### src/rtl/commit_perf_monitor.sv
// commit_perf_monitor
//   Watches the CPU debug commit interface, counts cycles / retired
//   instructions / per-class instructions while running, freezes everything
//   when a configurable stop PC commits, and buffers a (PC, instruction)
//   commit trace in a FIFO drained by an on-chip reader.
//
// Ports
//   clk_i, rst_i            clock, asynchronous active-high reset
//   enable_i, clear_i       run/pause request, synchronous clear to IDLE
//   stop_pc_i               PC whose commit ends measurement
//   commit_*_i              commit strobe, PC and instruction word
//   *_count_o               saturating event counters (registered)
//   state_o, done_o         00 IDLE, 01 RUN, 10 PAUSE, 11 DONE
//   trace_*                 FIFO head with valid/ready pop, sticky overflow
module commit_perf_monitor #(
    parameter int ADDR_WIDTH  = 32,
    parameter int DATA_WIDTH  = 32,
    parameter int CNT_WIDTH   = 32,
    parameter int TRACE_DEPTH = 16
) (
    input  logic                  clk_i,
    input  logic                  rst_i,
    input  logic                  enable_i,
    input  logic                  clear_i,
    input  logic [ADDR_WIDTH-1:0] stop_pc_i,
    input  logic                  commit_valid_i,
    input  logic [ADDR_WIDTH-1:0] commit_pc_i,
    input  logic [DATA_WIDTH-1:0] commit_instr_i,
    output logic [CNT_WIDTH-1:0]  cycle_count_o,
    output logic [CNT_WIDTH-1:0]  instr_count_o,
    output logic [CNT_WIDTH-1:0]  load_count_o,
    output logic [CNT_WIDTH-1:0]  store_count_o,
    output logic [CNT_WIDTH-1:0]  branch_count_o,
    output logic [CNT_WIDTH-1:0]  dropped_count_o,
    output logic [1:0]            state_o,
    output logic                  done_o,
    output logic                  trace_valid_o,
    input  logic                  trace_ready_i,
    output logic [ADDR_WIDTH-1:0] trace_pc_o,
    output logic [DATA_WIDTH-1:0] trace_instr_o,
    output logic                  trace_overflow_o
);

    localparam int PTR_W = $clog2(TRACE_DEPTH);

    localparam logic [6:0] OP_LOAD   = 7'b0000011;
    localparam logic [6:0] OP_STORE  = 7'b0100011;
    localparam logic [6:0] OP_BRANCH = 7'b1100011;
    localparam logic [6:0] OP_JAL    = 7'b1101111;

    localparam logic [CNT_WIDTH-1:0] CNT_MAX = '1;
    localparam logic [PTR_W:0]       PTR_ONE = (PTR_W + 1)'(1);

    typedef enum logic [1:0] {
        IDLE  = 2'b00,
        RUN   = 2'b01,
        PAUSE = 2'b10,
        DONE  = 2'b11
    } state_t;

    function automatic logic [CNT_WIDTH-1:0] sat_inc(input logic [CNT_WIDTH-1:0] v);
        return (v == CNT_MAX) ? v : v + CNT_WIDTH'(1);
    endfunction

    state_t state, state_next;

    // ------------------------------------------------------------------
    // Control FSM
    // ------------------------------------------------------------------
    always_ff @(posedge clk_i or posedge rst_i) begin
        // NOTE: state registers use non-blocking assignments so every
        // register samples pre-edge values regardless of block ordering.
        if (rst_i) state <= IDLE;
        else       state <= state_next;
    end

    always_comb begin
        // NOTE: default assigned first so no path leaves state_next
        // unassigned and no latch is inferred.
        state_next = state;
        if (clear_i) begin
            state_next = IDLE;
        end else begin
            unique case (state)
                IDLE:    if (enable_i) state_next = RUN;
                RUN: begin
                    // The stop commit wins over a simultaneous pause request.
                    if (commit_valid_i && (commit_pc_i == stop_pc_i)) state_next = DONE;
                    else if (!enable_i)                               state_next = PAUSE;
                end
                PAUSE:   if (enable_i) state_next = RUN;
                DONE:    state_next = DONE;
                default: state_next = IDLE;
            endcase
        end
    end

    assign state_o = state;
    assign done_o  = (state == DONE);

    // ------------------------------------------------------------------
    // Commit acceptance and trace FIFO control
    // ------------------------------------------------------------------
    logic [6:0]     opcode;
    logic           accept;
    logic [PTR_W:0] wr_ptr, rd_ptr;
    logic           fifo_empty, fifo_full, do_pop, do_push, do_drop;

    assign opcode = commit_instr_i[6:0];
    assign accept = (state == RUN) && commit_valid_i && !clear_i;

    // Extra pointer MSB distinguishes full from empty when the indices match.
    assign fifo_empty = (wr_ptr == rd_ptr);
    assign fifo_full  = (wr_ptr[PTR_W] != rd_ptr[PTR_W]) &&
                        (wr_ptr[PTR_W-1:0] == rd_ptr[PTR_W-1:0]);
    assign do_pop     = !fifo_empty && trace_ready_i;
    // A full FIFO still accepts a push when the head leaves in the same cycle.
    assign do_push    = accept && (!fifo_full || do_pop);
    assign do_drop    = accept && fifo_full && !do_pop;

    logic [ADDR_WIDTH-1:0] pc_mem    [TRACE_DEPTH];
    logic [DATA_WIDTH-1:0] instr_mem [TRACE_DEPTH];

    // NOTE: the storage array carries no reset; the pointers alone decide
    // which entries are valid, so it maps onto plain RAM.
    always_ff @(posedge clk_i) begin
        if (do_push) begin
            pc_mem[wr_ptr[PTR_W-1:0]]    <= commit_pc_i;
            instr_mem[wr_ptr[PTR_W-1:0]] <= commit_instr_i;
        end
    end

    always_ff @(posedge clk_i or posedge rst_i) begin
        if (rst_i) begin
            wr_ptr           <= '0;
            rd_ptr           <= '0;
            trace_overflow_o <= 1'b0;
            dropped_count_o  <= '0;
        end else if (clear_i) begin
            wr_ptr           <= '0;
            rd_ptr           <= '0;
            trace_overflow_o <= 1'b0;
            dropped_count_o  <= '0;
        end else begin
            if (do_push) wr_ptr <= wr_ptr + PTR_ONE;
            if (do_pop)  rd_ptr <= rd_ptr + PTR_ONE;
            if (do_drop) begin
                trace_overflow_o <= 1'b1;
                dropped_count_o  <= sat_inc(dropped_count_o);
            end
        end
    end

    // Head read straight from storage: data appears the cycle after the push
    // and stays put until popped. Forced to zero while empty.
    assign trace_valid_o = !fifo_empty;
    assign trace_pc_o    = fifo_empty ? '0 : pc_mem[rd_ptr[PTR_W-1:0]];
    assign trace_instr_o = fifo_empty ? '0 : instr_mem[rd_ptr[PTR_W-1:0]];

    // ------------------------------------------------------------------
    // Performance counters
    // ------------------------------------------------------------------
    always_ff @(posedge clk_i or posedge rst_i) begin
        if (rst_i) begin
            cycle_count_o  <= '0;
            instr_count_o  <= '0;
            load_count_o   <= '0;
            store_count_o  <= '0;
            branch_count_o <= '0;
        end else if (clear_i) begin
            cycle_count_o  <= '0;
            instr_count_o  <= '0;
            load_count_o   <= '0;
            store_count_o  <= '0;
            branch_count_o <= '0;
        end else begin
            if (state == RUN) cycle_count_o <= sat_inc(cycle_count_o);
            if (accept) begin
                instr_count_o <= sat_inc(instr_count_o);
                if (opcode == OP_LOAD)  load_count_o  <= sat_inc(load_count_o);
                if (opcode == OP_STORE) store_count_o <= sat_inc(store_count_o);
                if ((opcode == OP_BRANCH) || (opcode == OP_JAL))
                    branch_count_o <= sat_inc(branch_count_o);
            end
        end
    end

endmodule

### config.mk
export PLATFORM = sky130hd
export DESIGN_NAME = commit_perf_monitor
export DESIGN_NICKNAME = d
export VERILOG_FILES = /design/src/rtl/commit_perf_monitor.sv
export SDC_FILE = /design/constraint.sdc
export NUM_CORES = 1
export LEC_CHECK = 0
export BUFFER_PORTS_ARGS = -buffer_cell sky130_fd_sc_hd__buf_2
export CAP_MARGIN = 20
export CELL_PAD_IN_SITES_DETAIL_PLACEMENT = 1
export CELL_PAD_IN_SITES_GLOBAL_PLACEMENT = 1
export CORE_MARGIN = 2
export CORE_UTILIZATION = 40
export CTS_CLUSTER_DIAMETER = 50
export CTS_CLUSTER_SIZE = 25
export DETAILED_ROUTE_END_ITERATION = 8
export MAX_ROUTING_LAYER = met4
export PLACE_DENSITY_LB_ADDON = 0.1
export SYNTH_ARGS = -nofsm -noshare
export SYNTH_HDL_FRONTEND = slang
export SYNTH_SLANG_ARGS = --single-unit
### constraint.sdc
create_clock -name clk_i -period 12.8 [get_ports clk_i]
set_input_delay 0 -clock clk_i [delete_from_list [all_inputs] [get_ports clk_i]]
set_output_delay 0 -clock clk_i [all_outputs]
set_load 0.02 [all_outputs]
After elaboration in Yosys (flattened, before gate mapping)
Memories as Yosys holds them, arrays and structs flattened.
Index checks and enable logic that the tools add are counted.
- add/sub/neg operators: 8
- eq/ne operators: 25
- multiplexer cells: 36
- reductions and logical operators: 31
- operator list (kind ; number):
    2-to-1 mux 32 bit ; 23
    adder 32 x 1 -> 32 bit (second input constant) ; 6
    == test 32 bit (second input constant) ; 6
    == test 32 bit ; 1
    2-to-1 mux 5 bit ; 4
    nonzero test 2 bit ; 8
    == test 7 bit (second input constant) ; 2
    inequality test 2 bit (second input constant) ; 6
    adder 5 x 1 -> 5 bit (second input constant) ; 2
    AND reduction 3 bit ; 3
    logical AND 1 bit ; 8
    2-to-1 mux 2 bit ; 4
    AND reduction 2 bit ; 4
    == test 7 x 2 -> 1 bit (second input constant) ; 1
    == test 7 x 6 -> 1 bit (second input constant) ; 1
    one-hot mux 2 bit (3 select lines) ; 1
    == test 5 bit ; 1
    == test 2 bit (second input constant) ; 2
    == test 4 bit ; 1
    zero test 1 bit ; 4
    2-to-1 mux 1 bit ; 4
    inequality test 4 bit (second input constant) ; 1
    inequality test 3 x 1 -> 1 bit (second input constant) ; 1
    == test 2 x 1 -> 1 bit (second input constant) ; 1
    4 further kinds ; 5
- bits in registers: 205
- bits in writable memories: 1024
- bits of input ports: 102
- output and inout bits: 261
- word-level logic and storage cells: 112
- memories: 2
- memories (name ; words ; bits a word ; rd ports ; clocked after Yosys merged registers in ; write ports ; line ; text):
    instr_mem ; 16 ; 32 ; 1 ; 0 ; 1 ; 122 ; logic [DATA_WIDTH-1:0] instr_mem [TRACE_DEPTH];
    pc_mem ; 16 ; 32 ; 1 ; 0 ; 1 ; 121 ; logic [ADDR_WIDTH-1:0] pc_mem [TRACE_DEPTH];

Logic depth before layout (Yosys ltp)
Gate-level depths: netlist (run 1).
- depth after elaboration: 7
- gate-level depth with buffers: 9
- mapped depth without buffers: 6

Least setup slack after synthesis (run 1)
No wires, ideal clock.
- kind: register to register
- start: reg state[1], in the netlist state_o[1]
- end: mem instr_mem[15][0] (enable)
- library setup time: 0.690 ns
- arrival time: 8.040 ns
- required time: 12.110 ns
- setup slack: 4.070 ns
- cell stages (with the launch flop): 4
- buffers on the path: 1
- period minus slack after synthesis: 8.730 ns
- path through: dfrtp_1 nand3b_1 clkbuf_1 a2111oi_1
- longest elaborated chain between the ends: 6
- RTL lines (element ; line ; text):
    start: declaration ; 65 ; state_t state, state_next;
    start signal: assignment ; 74 ; else state <= state_next;
    == test 2 x 1 -> 1 bit ; 110 ; assign accept = (state == RUN) && commit_valid_i && !clear_i;
    logical AND 1 bit (2 in series) ; 110 ;
    logical AND 1 bit ; 118 ; assign do_push = accept && (!fifo_full || do_pop);
    2-to-1 mux 1 bit ; 127 ; if (do_push) begin
    2-to-1 mux 1 bit (implied by the code) ; 129 ; instr_mem[wr_ptr[PTR_W-1:0]] <= commit_instr_i;
    end: declaration ; 122 ;
No other way between the ends.

Final worst setup path (run 1)
- start: reg rd_ptr[0]
- end: out trace_instr_o[13]
- longest elaborated chain between the ends: 2
- elaborated cells on any way between the ends: 3
- those cells by class: eq/ne (1); mux (1); memory (1)
- RTL lines (element ; line ; text):
    start: declaration ; 106 ; logic [PTR_W:0] wr_ptr, rd_ptr;
    start signal: assignment ; 146 ; if (do_pop) rd_ptr <= rd_ptr + PTR_ONE;
    memory read (16 x 32 bit) / == test 5 bit (equally long branches) ; - ;
    2-to-1 mux 32 bit * ; 158 ; assign trace_instr_o = fifo_empty ? '0 : instr_mem[rd_ptr[PTR_W-1:0]];
    end: declaration ; 40 ; output logic [DATA_WIDTH-1:0] trace_instr_o,
Mark *: on every way between the ends. The rest lies on a longest branch, timed or not.

==> results of run 1 <==
==> registers in the layout (all words and copies together) (netlist names) <==
signal and count:
instr_mem 512, pc_mem 512, branch_count_o 32, cycle_count_o 32
dropped_count_o 32, instr_count_o 32, load_count_o 32, store_count_o 32
rd_ptr 5, wr_ptr 5, state_o 2, trace_overflow_o 1
==> metal layers <==
metal,vias to the layer above,part of all wire (%)
li1,12900,-
met1,15800,42
met2,777,50
met3,181,6.3
met4,0,2.1
met5,-,0
==> worst paths after layout <==
path,cells past startpoint,end,start,slack (ns)
setup / recovery,6,trace_instr_o[13],rd_ptr[0],7.87
hold / removal,5,instr_count_o[7],commit_valid_i,0.05
setup reg to reg,7,pc_mem[14][13],rd_ptr[0],8.25
hold reg to reg,2,trace_overflow_o,trace_overflow_o,0.53
max in group asynchronous,5,cycle_count_o[4],rst_i,10.92
min in group asynchronous,4,dropped_count_o[4],rst_i,0.53
==> cells in the final DEF (no fill, tap or decap), drive strengths merged, types with 78 or more instances in the layout <==
master / count
a21oi: 131
buf: 417
clkbuf: 163
dfrtp: 205
edfxtp: 1024
mux4: 320
nand2: 91
nor2: 85
nor2b: 78
or4: 84
==> kinds of logic (layout without fill, tap and decap cells) <==
family	after synthesis	count (layout)	share of synthesized area, %
buffers and inverters	182	771	1.43
multiplexers	340	340	14.5
adder cells (fa/ha/maj)	11	11	0.270
other	0	9	0
XOR/XNOR	65	65	1.12
AND/OR/NAND/NOR	699	699	8.01
flip-flops	1229	1229	70.3
AO/OA/AOI/OAI	346	346	4.34
==> metrics by stage <==
| stage | area [µm²] | util, % |
|---|---|---|
| after floorplan | 51000 | - |
| after global placement | 54900 | 43.2 |
| after detailed placement | 54900 | 43.2 |
| after CTS | 60500 | 47.6 |
| after global routing | 60500 | 47.7 |
| final | 60500 | 47.7 |
==> repair_timing <==
action                                 in CTS  in global routing
resized for setup                           0                  0
hold buffers                               71                  0
endpoints found under the hold margin    1149                  0
==> critical path: stages (launching register included) <==
cell,delay [ns]
dfrtp_4,0.98
buf_4,0.88
buf_4,0.74
mux4_2,0.61
mux4_2,0.47
nor2b_1,0.15
buf_2,0.20
==> power groups by stage <==
stage | logic, mW | registers (mW) | clock network (mW)
2_1_floorplan | 0.334 | 4.43 | 0
3_3_place_gp | 0.517 | 4.44 | 0
3_5_place_dp | 0.530 | 4.44 | 0
4_1_cts | 0.550 | 4.36 | 4.31
5_1_grt | 0.578 | 4.36 | 4.45
6_report | 0.533 | 4.36 | 4.20
==> area by class of cell <==
class	instances	area, µm²
fill	11900	66500
sequential	1229	35900
multi-input combinational	1461	14500
clock buffer	162	3750
timing repair buffer	489	3010
tap	1662	2080
clock inverter	90	1120
inverter	30	120
antenna	9	22.5
==> results.yml, run 1 <==
status:
  status: "completed"
synth:
  synth.avg_cell_area_um2: 17.8
  biggest_area_contributors_in_the_synthesized_netlist: "edfxtp_1 60%, mux4_2 14%, dfrtp_1 10%"
  synthesis.instances: 2872
  yosys-top-cells-count: "1024 x edfxtp_1, 320 x mux4_2, 205 x dfrtp_1"
  count_of_warnings_emitted_by_yosys: 0
  synthMostInstantiatedCell: "edfxtp_1"
  synth-seq-area-share_pct: 70.3
  syn-cell-area_um2: 51000
  synth_enable_flop_cells: 1024
  ys.flop_type: "edfxtp_1"
  synthesis_stage_register_bit_count: 1229
  synth_cell_type_count: 64
  synth_top_area_share_pct: 60.2
  yosys.area.top_type: "edfxtp_1"
  net_count_after_synthesis: 2985
  ys_async_sr_fraction_pct: 16.7
sta:
  worst-slew-pin-transition_ns: 1.10
  setup_viol: 0
  max_clk_rate_mhz: 203
  setup_repair_after_global_routing_missed_its_margin: "false"
  worst_hold_slack_ns: 0.0490
  max_slew_headroom_pct: 26.9
  finalMaxSlewViolations: 0
  setup_total_negative_slack_ns: 0
  layout_worst_path_cycle_share_pct: 38.5
  hold_violations: 0
  post-route-worst-setup-slack_ns: 7.87
  finalWorstPathRequiredPeriod_ns: 4.93
  final.setup_skew_ns: 0.0332
floorplanning:
  die-area_um2: 130000
  boundaryPins: 363
  effective_utilization_at_floorplan_pct: 40.2
  placement_rows: 131
  chipWidth_um: 361
  design.core.area_um2: 127000
  dieHeight_um: 361
pwr:
  pwr-share-clk_pct: 46.2
  peakVddDrop_mv: 0.141
  power_frac_comb_pct: 5.9
  p_per_area_nw_per_um2: 150
  design_power_total_mw: 9.09
  switching_share_pct: 22.2
  switching_power_mw: 2.02
  power.share.sequential_pct: 47.9
  static-leakage-power_nw: 20.1
  p_int_mw: 7.07
placed_design:
  gpl.final_weighted_congestion: 0.833
  pre_cts_slack_ns: 8.09
  portBuffers: 362
  dp.final_hpwl_um: 83100
  placed_cells_incl_taps: 4797
routing:
  routed_wire_length_per_instance_um: 27.6
  vias: 29600
  drc_errors: 0
  drt-initial-drc-count: 2115
  drt.antenna.violating_nets: 0
  routed_via_density: 5.78
  firstDrtPassIters: 5
  routed_wl_um: 142000
global_routing:
  maximum_number_of_pins_on_one_net_before_global_route_repair: 162
  number_of_antenna_violations_at_the_first_check_in_global_routing: 10
  grt.overflow.total: 0
  grt.met2_usage_pct: 36.4
  track_usage_pct: 22.6
  globalRouteMet3Util_pct: 5.33
  grt_pass1_vias: 32000
  grt.met1_usage_pct: 29.0
  globalRoute.busiestLayer: "met2"
  wire_length_of_the_first_global_routing_pass_um: 212000
finish:
  fin_cells: 5132
  finish.net_count: 3462
  drive_gt1_share_pct: 29.6
  flow.area_growth_from_synthesis_pct: 18.6
critical_path:
  cp.required_ns: 12.80
  critical_path.max_fanout: 48
  worst_setup_path_start_kind: "register"
  setup.worst_path.end_class: "primary output"
  critical_path_arrival_ns: 4.93
  critical_path_class: "register to primary output"
cts:
  cts-root-buf: "clkbuf_16"
  cts.htree.levels: 4
  clk-insertion-delay-late_ns: 0.76
  cts.clk_slew.worst_paths_ns: 0.06
  tritoncts.num_buffers: 138
  cts_num_sinks: 1229
  cts_setup_buffers: 0
  cts.path.max_buffers: 3
  cts_tree: "built"
job:
  max_cap_viol_count: 0
min_path:
  worstHoldPathType: "input port to register"
Power figures use the tool's default switching activity.
==> run 2, diff against run 1 <==
--- a/config.mk
+++ b/config.mk
@@ -5,6 +5,7 @@
 export SDC_FILE = /design/constraint.sdc
 export NUM_CORES = 1
 export LEC_CHECK = 0
+export ABC_AREA = 1
 export BUFFER_PORTS_ARGS = -buffer_cell sky130_fd_sc_hd__buf_2
 export CAP_MARGIN = 20
 export CELL_PAD_IN_SITES_DETAIL_PLACEMENT = 1
==> constraint.sdc (replaced) <==
create_clock -name clk_i -period 4.3 [get_ports clk_i]
set_input_delay 0 -clock clk_i [delete_from_list [all_inputs] [get_ports clk_i]]
set_output_delay 0 -clock clk_i [all_outputs]
set_load 0.02 [all_outputs]
==> results.yml, run 2 <==
status:
  status: "completed"
floorplanning:
  boundaryPins: 363
  chipWidth_um: 371
  effective_utilization_at_floorplan_pct: 40.4
  dieHeight_um: 371
  placement_rows: 134
  die-area_um2: 138000
  design.core.area_um2: 134000
pwr:
  p_per_area_nw_per_um2: 445
  peakVddDrop_mv: 0.274
  static-leakage-power_nw: 22.5
critical_path:
  cp.required_ns: 4.30
  cpPeakStageDelay_ns: 0.66
  setup.worst_path.end_class: "primary output"
  critical_path_arrival_ns: 3.69
  critical_path.max_fanout: 52
  worst-path-buf-inv: 3
  critical_path_class: "register to primary output"
  crit_path_top_delay_cell: "buf_4"
  critical_path.cell_chain: "buf_4 -> buf_4 -> o211ai_1 -> a31oi_1 -> buf_2"
  worst_setup_path_start_kind: "register"
  critPathTopFamily: "buffers and inverters"
  timing.critical_path.mode_cell: "buf_4"
placed_design:
  portBuffers: 362
  gpl.final_weighted_congestion: 0.855
  placed_cells_incl_taps: 6875
  dp.final_hpwl_um: 104000
finish:
  fin_cells: 7220
  flow.area_growth_from_synthesis_pct: 17.4
  finish.net_count: 5434
  final_common_cell: "edfxtp_1"
  drive_gt1_share_pct: 14.3
  layout_common_cells: "1024 x edfxtp_1, 891 x nor2_1, 775 x nand2_1"
routing:
  drt.antenna.violating_nets: 0
  routed_wl_um: 170000
  drt-initial-drc-count: 2815
  routed_via_density: 5.50
  drc_errors: 0
  vias: 39700
  firstDrtPassIters: 5
  routed_wire_length_per_instance_um: 23.6
min_path:
  worstHoldPathType: "input port to asynchronous set/reset pin"
sta:
  setup_repair_after_global_routing_missed_its_margin: "false"
  setup_viol: 0
  finalWorstPathRequiredPeriod_ns: 3.69
  layout_worst_path_cycle_share_pct: 85.9
  max_slew_headroom_pct: 24.3
  finalMaxSlewViolations: 0
  final.setup_skew_ns: 0.0288
  setup_total_negative_slack_ns: 0
  max_clk_rate_mhz: 271
  hold_violations: 0
  worst-slew-pin-transition_ns: 1.13
cts:
  tritoncts.num_buffers: 142
  cts-root-buf: "clkbuf_16"
  cts.clk_slew.worst_paths_ns: 0.06
  cts.htree.levels: 4
  cts_tree: "built"
  cts_num_sinks: 1229
  cts_setup_buffers: 0
  clk-insertion-delay-late_ns: 0.76
  cts.path.max_buffers: 3
synth:
  synthMostInstantiatedCell: "edfxtp_1"
  synth_top_area_share_pct: 56.9
  syn-cell-area_um2: 54000
  biggest_area_contributors_in_the_synthesized_netlist: "edfxtp_1 57%, dfrtp_1 9.5%, nor2_1 6.3%"
  yosys.area.top_type: "edfxtp_1"
  synth_cell_type_count: 50
  ys.flop_type: "edfxtp_1"
  synthesis_stage_register_bit_count: 1229
  yosys-top-cells-count: "1024 x edfxtp_1, 908 x nor2_1, 775 x nand2_1"
  synth_enable_flop_cells: 1024
  count_of_warnings_emitted_by_yosys: 0
  ys_async_sr_fraction_pct: 16.7
  net_count_after_synthesis: 5043
  synthesis.instances: 4930
  synth.avg_cell_area_um2: 11.0
  synth-seq-area-share_pct: 66.4
global_routing:
  maximum_number_of_pins_on_one_net_before_global_route_repair: 199
  track_usage_pct: 25.2
  number_of_antenna_violations_at_the_first_check_in_global_routing: 15
  wire_length_of_the_first_global_routing_pass_um: 255000
  grt.overflow.total: 0
  grt_pass1_vias: 40700
job:
  max_cap_viol_count: 0
[run 2: cell count changes in the layout (fill, tap and decap cells not counted), sizes merged, moves of 60 or more]
| cell | previous run | this run |
|---|---|---|
| nand2 | 91 | 791 |
| inv | 52 | 303 |
| or4 | 84 | 0 |
| o221ai | 0 | 60 |
| nand3 | 77 | 182 |
| nor2 | 85 | 921 |
| mux4 | 320 | 0 |
| o32ai | 0 | 128 |
| a21oi | 131 | 52 |
| nor3 | 26 | 91 |
| o21ai | 55 | 524 |
| nor2b | 78 | 0 |
[run 2: layer usage]
| layer | vias to the layer above | GRT usage [%] | routed length [µm] |
|---|---|---|---|
| met5 | - | - | 0 |
| met4 | 0 | 7.10 | 4180 |
| met3 | 226 | 4.65 | 8290 |
| met2 | 816 | 40.2 | 81300 |
| met1 | 20300 | 32.9 | 76500 |
| li1 | 18300 | - | - |
[run 2: kinds of logic (layout without fill, tap and decap cells)]
| family | after synthesis | count (layout) | share of synthesized area [%] |
|---|---|---|---|
| xor+xnor | 89 | 89 | 1.44 |
| fa+ha+maj | 11 | 11 | 0.255 |
| mux | 60 | 60 | 1.11 |
| buf+inv | 523 | 1033 | 4.11 |
| flops | 1229 | 1229 | 66.4 |
| other cells | 0 | 12 | 0 |
| simple gates | 2127 | 2127 | 16.5 |
| compound gates | 891 | 891 | 10.1 |
[run 2: final cells by class]
cell class	count	area (µm²)
clock inverter	100	1060
fill	14400	70400
inverter	266	1020
tap	1768	2210
multi-input combinational	3178	16000
clock buffer	163	3840
antenna	12	30.0
timing repair buffer	504	3310
sequential	1229	35900
[run 2: repair_timing]
action | 4_1_cts | 5_1_grt
hold buffers | 69 | 0
gates resized for setup | 0 | 0
endpoints found under the hold margin | 1245 | 0
[run 2: worst paths after layout]
path                             startpoint               end  slack (ns)  depth (start not counted)
hold / removal                        rst_i  cycle_count_o[6]        0.02                          4
setup reg to reg                  rd_ptr[2]         rd_ptr[4]        1.17                          9
max in group asynchronous             rst_i         rd_ptr[1]        3.53                          4
hold reg to reg            trace_overflow_o  trace_overflow_o        0.49                          2
min in group clk_i                 enable_i        state_o[1]        0.17                          5
setup / recovery                  rd_ptr[2]  trace_instr_o[6]        0.61                          5
[run 2: through the flow]
stage               utilization (%)  hold slack, ns  worst slack (ns)  total power, mW  cell area [µm²]
CTS                            47.4          0.0717             0.540             28.5            63400
finish                         47.4          0.0207             0.606             28.2            63400
detailed placement             43.2           0.340              1.28             15.9            57800
global route                   47.4          0.0912             0.376             29.2            63400
global placement               43.2           0.338              1.35             15.9            57800
floorplan                         -          0.0989            -0.302             14.9            54000
[run 2: tightest hold or removal path: cells and delay by family]
family	cells	cell delay, ns
buffers and inverters	4	1.29
[run 2: where the power goes]
part           total [mW]  internal (mW)  switching (mW)
sequential           13.0           13.0          0.0401
combinational        2.69          0.733            1.96
clock                12.5           7.08            5.46
